<file path="config.mk">
export PLATFORM = sky130hd
export DESIGN_NAME = video_render_zx
export DESIGN_NICKNAME = d
export VERILOG_FILES = /design/src/rtl/video_render_zx.sv
export SDC_FILE = /design/constraint.sdc
export NUM_CORES = 1
export LEC_CHECK = 0
export ABC_AREA = 1
export CAP_MARGIN = 20
export CORE_MARGIN = 1
export CORE_UTILIZATION = 36
export CTS_CLUSTER_DIAMETER = 80
export DETAILED_ROUTE_END_ITERATION = 6
export GPL_TIMING_DRIVEN = 1
export PLACE_DENSITY = 0.74
export SLEW_MARGIN = 5
export SYNTH_ARGS = -nofsm -noshare
export SYNTH_HDL_FRONTEND = slang
export SYNTH_SLANG_ARGS = --single-unit
</file>
<file path="constraint.sdc">
create_clock -name clk -period 1.1 [get_ports clk]
set_input_delay 0.165 -clock clk [delete_from_list [all_inputs] [get_ports clk]]
set_output_delay 0.165 -clock clk [all_outputs]
set_load 0.1 [all_outputs]
</file>
<file path="src/rtl/video_render_zx.sv">
// ZX-mode pixel renderer: serialises each fetched 64-bit word into 16 pixels
// (one per cend), applies ink/paper/bright/flash attribute colouring and
// substitutes the border colour outside the active window.
// Optional feature macro: VIDEO_ZX_FLASH_EN (attribute flash; off by default).
module video_render_zx #(
  parameter int FLASH_LOG2 = 4
) (
  input  logic        clk,
  input  logic        rst,
  input  logic        cend,
  input  logic        fetch_sync,
  input  logic [63:0] pic_bits,
  input  logic        int_start,
  input  logic        hpix,
  input  logic        vpix,
  input  logic [2:0]  border,
  output logic [3:0]  color
);

  logic [15:0] shift_reg;
  logic [7:0]  attr0_reg;
  logic [7:0]  attr1_reg;
  logic [3:0]  pix_ctr_reg;
  logic        flash_phase;

  logic [7:0]  attr_sel;
  logic        pix_bit;
  logic [3:0]  color_next;

`ifdef VIDEO_ZX_FLASH_EN
  logic [FLASH_LOG2:0] flash_ctr_reg;

  // Frame counter: counts frame-start pulses regardless of the pixel strobe
  always_ff @(posedge clk or posedge rst) begin
    if (rst) begin
      flash_ctr_reg <= '0;
    end else if (int_start) begin
      flash_ctr_reg <= flash_ctr_reg + {{FLASH_LOG2{1'b0}}, 1'b1};
    end
  end

  assign flash_phase = flash_ctr_reg[FLASH_LOG2];

  // Upper half of the fetch word carries nothing for ZX mode
  logic unused_bits;
  assign unused_bits = ^pic_bits[63:32];
`else
  // Without flash support the phase is pinned low, so attr[7] has no effect
  assign flash_phase = 1'b0;

  logic unused_bits;
  assign unused_bits = ^{pic_bits[63:32], int_start} ^ (FLASH_LOG2 < 0);
`endif

  // Pixel colour from the pre-edge shift/attribute state and current window
  always_comb begin
    attr_sel   = pix_ctr_reg[3] ? attr1_reg : attr0_reg;
    pix_bit    = shift_reg[15] ^ (attr_sel[7] & flash_phase);
    color_next = {1'b0, border};
    if (hpix && vpix) begin
      color_next = pix_bit ? {attr_sel[6], attr_sel[2:0]}
                           : {attr_sel[6], attr_sel[5:3]};
    end
  end

  // Emit one pixel per cend; a load replaces the shift so the stream is gapless
  always_ff @(posedge clk or posedge rst) begin
    if (rst) begin
      color       <= 4'd0;
      shift_reg   <= 16'd0;
      attr0_reg   <= 8'd0;
      attr1_reg   <= 8'd0;
      pix_ctr_reg <= 4'd0;
    end else if (cend) begin
      color <= color_next;
      if (fetch_sync) begin
        shift_reg   <= {pic_bits[7:0], pic_bits[23:16]};
        attr0_reg   <= pic_bits[15:8];
        attr1_reg   <= pic_bits[31:24];
        pix_ctr_reg <= 4'd0;
      end else begin
        shift_reg   <= {shift_reg[14:0], 1'b0};
        pix_ctr_reg <= pix_ctr_reg + 4'd1;
      end
    end
  end

endmodule
</file>
==> out/results.txt <==
The run finished with clean final reports. The number of top-level pins was 78. The tools report the number of antenna violations at the first check in global routing as 0. The kind of critical path is reg -> out. The flip-flop count of the largest register, all copies and words added is 16. The final critical path takes up 95.9% of the cycle. Setup repair after global routing could not meet its margin everywhere.

The critical path goes through buf_12. Yosys printed 0 warnings. Registers are responsible for 48.4% of the overall power. Buffers inserted to repair hold after CTS numbered 0. The final layout contains routed wiring with a total length of 3500 um. The setup check on the worst reg-to-reg path leaves a slack of 0.06 ns. The area of the mapped netlist is 1740 sq um. Data on the critical path arrives at its endpoint at 0.89 ns.

Among all stages on the critical path, the largest delay is contributed by sky130_fd_sc_hd__dfrtp_2. The largest net degree at the start of global routing was 39. The kind of cell with the highest combined delay along the critical path is flip-flops. The post-route antenna net violation count is 0. The deepest level of the CTS H-tree came out at 2. The minimum clock period after layout was 1.06 ns; the portion of total power attributed to the clock network was 27.5%. The layer with the highest usage is met2. The post-route core utilization was 54.5%; the first-pass detailed-route iteration total was 4. The final count of hold timing violations is 0. The tools report the post-route total power as 3.53 mW.

The class of the tightest hold or removal check is in -> async. The max-slew headroom at the worst pin was 84.8%; the reported leakage power was 1.14 nW. Routability-driven placement finished with a final weighted congestion of 0.784. The number of maximum-capacitance violations was 0. The internal power summed over all cells was 2.53 mW.

The startpoint identified for the worst register-to-register timing path is pix_ctr_reg[3]. Async set-or-reset flop fraction in the synthesized netlist: 100%. Across the routed clock network, the largest skew measured is 0.00355 ns. In this design, the stage delay of the slowest critical-path cell is 0.43 ns. Highest clock rate: 948 MHz. The later pin in the worst-skew pair is clocked with a latency of 0.29 ns. The max-slew violation count was 0. The tools report the category of the worst setup path capture point as an output pin. Dividing the detail-routed wire length by the instance count gives 12.3 um. In this run the worst path has a maximum fanout of 2.

Global routing consumed, over all layers together, 15.8% of the routing resources. The run gives 24.0% as the combinational share of power. The layout has 415 filler cells. In the routed layout, each cell is associated on average with a via count of 4.90. The die is 71.5 um wide. The clock transition at the registers of the reported paths is 0.07 ns. The run gives 54.7% as the part of the Yosys area used for sequential elements.

The worst setup path is launched from a register. Once detailed placement completed, the half-perimeter wirelength came to 2560 um. The logs give 2 for the maximum number of buffers from clock root to sink and 38.6% for the initial standard-cell utilization of the core. After technology mapping, the gate count stands at 177. The core region is 4500 sq um. The most used flip-flop cell after synthesis is sky130_fd_sc_hd__dfrtp_1.

Global routing used 4.22% of the available met3 tracks. The worst register-to-register path ends at color[0]. The post-route netlist has 19.8% of its cells at a drive strength greater than 1.

Summed over all nets, the switching power comes to 998 uW. Total grt overflow: 0. After clock tree synthesis, the setup repair step added 0 buffers. In the layout the commonest cells are sky130_fd_sc_hd__clkdlybuf4s50_1 (36), sky130_fd_sc_hd__nand2_1 (35), sky130_fd_sc_hd__dfrtp_1 (34), sky130_fd_sc_hd__nand3_1 (25), sky130_fd_sc_hd__inv_1 (20).

The power density of the placed cells works out to 1440 nW/um^2. At the pin with the least slew margin, the transition time is 0.228 ns. The final layout contains 306 nets. IR analysis of the VDD net gives a maximum drop of 0.611 mV. TritonCTS built the clock tree. The tools report the overall via count from detail_route as 1,393.

Clock buffer count from CTS: 5. The post-route DRC violation count was 0. During placement, the flow inserted port buffers numbering 42.

For this run, global-route usage on met1 was measured as 18.9%. STA puts the critical path data required time at 0.94 ns. The first global-routing pass estimated 6180 um of wire. For the total number of clock tree sinks, the log shows 38. In this run switching power makes up 28.3% of total power. The synthesized design contains 0 enable-type register cells. The depth of the worst register-to-register path is 7. The count of state elements after synthesis is 38, and the area enclosed by the die boundary is 5110 sq um. The run gives 252 as the number of nets produced by synthesis. The synthesized netlist contains 21 unique library cells. In this run the core area contains 24 standard-cell rows. The run gives 65 as the iteration-0 DRC count of the detailed router. Combined buffer and inverter count along the critical path: 1. From synthesis to final layout, the design area changed by 41.2%.

The per-instance average area after synthesis is 9.83 sq um, and the final-report setup violation count is 0. The logs give 1,438 for the number of global-route vias before repair and 26.6% for the met2 demand-to-capacity share in global routing. The number of antenna diodes in the final layout is 0. The vertical die dimension came out at 71.5 um. The cell sitting at the root of the clock tree is a sky130_fd_sc_hd__clkbuf_8. The most frequent standard cell in the layout excluding fill and tap cells was sky130_fd_sc_hd__clkdlybuf4s50_1.
layer usage:
layer  vias to the layer above  part of all wire (%)
met2                        41                    47
met4                         0                   1.8
met1                       641                    45
li1                        704                     -
met5                         -                     0
met3                         7                   5.9
power by group through the flow:
| stage | registers, mW | clock network [mW] | logic [mW] |
|---|---|---|---|
| 6_report | 1.71 | 0.972 | 0.847 |
| 5_1_grt | 1.73 | 1.06 | 0.934 |
| 4_1_cts | 1.71 | 0.999 | 0.853 |
| 3_5_place_dp | 1.73 | 0 | 0.846 |
| 3_3_place_gp | 1.72 | 0 | 0.838 |
| 2_1_floorplan | 1.82 | 0 | 0.398 |
Yosys cell counts, types with 2 or more instances:
library cell	n	area share, %
sky130_fd_sc_hd__dfrtp_1	38	55
sky130_fd_sc_hd__nand2_1	37	8.0
sky130_fd_sc_hd__nand3_1	25	7.2
sky130_fd_sc_hd__inv_1	20	4.3
sky130_fd_sc_hd__o221ai_1	13	6.5
sky130_fd_sc_hd__nor2_1	8	1.7
sky130_fd_sc_hd__mux2_2	7	4.5
sky130_fd_sc_hd__mux2_4	6	5.2
sky130_fd_sc_hd__a21oi_1	4	1.2
sky130_fd_sc_hd__buf_2	4	1.2
sky130_fd_sc_hd__clkbuf_1	2	0.43
sky130_fd_sc_hd__clkinv_1	2	0.43
sky130_fd_sc_hd__o211ai_1	2	0.86
sky130_fd_sc_hd__o21ai_0	2	0.58
layout make-up:
class / count / area [sq um] / share of cell area (%)
clock inverters: 1 / 5.00 / 0.204
well taps: 52 / 65.1 / 2.65
repair buffers: 55 / 592 / 24.1
multi-input cells: 109 / 664 / 27.1
flip-flops and latches: 38 / 956 / 38.9
clock buffers: 7 / 86.3 / 3.52
inverters: 22 / 86.3 / 3.52
metrics by stage:
stage	setup slack, ns	setup TNS, ns	hold WS (ns)	instances	area [sq um]
2_1_floorplan	-0.00534	-0.0213	0.314	177	1740
3_3_place_gp	-0.324	-10.81	0.487	276	2350
3_5_place_dp	-0.341	-11.26	0.497	276	2350
4_1_cts	0.0215	0	0.224	284	2440
5_1_grt	-0.0210	-0.0405	0.283	284	2450
6_report	0.0449	0	0.214	284	2450
worst reg2reg max path, stage by stage (launching register included):
cell	delay [ns]
sky130_fd_sc_hd__dfrtp_1	0.42
sky130_fd_sc_hd__buf_6	0.15
sky130_fd_sc_hd__nand2_1	0.06
sky130_fd_sc_hd__nand3_1	0.07
sky130_fd_sc_hd__nand2_1	0.07
sky130_fd_sc_hd__nand2_1	0.05
sky130_fd_sc_hd__nand2_1	0.06
sky130_fd_sc_hd__nand2_1	0.05
worst max path at each step:
stage	startpoint	endpoint	slack, ns	depth (start not counted)
after global routing	pix_ctr_reg[3]	color[0]	-0.02	7
final	color[0]	color[0]	0.04	1
after floorplan	rst	color[0]	-0.005	1
after CTS	fetch_sync	attr0_reg[2]	0.02	4
after detailed placement	cend	shift_reg[5]	-0.34	5
after global placement	cend	attr1_reg[0]	-0.32	4
cells by family after synthesis:
family                   synth area share, %
adder cells (fa/ha/maj)                0.719
multiplexers                            9.71
buffers and inverters                   7.41
AO/OA/AOI/OAI                           9.93
flip-flops                              54.7
AND/OR/NAND/NOR                         17.6
what timing repair did:
| item | 4_1_cts | 5_1_grt |
|---|---|---|
| pin swaps | 0 | 5 |
| cloned | 0 | 0 |
| gates resized for setup | 4 | 5 |
| setup endpoints to repair | 21 | 29 |
No activity file was read; power rests on OpenSTA's default activity.
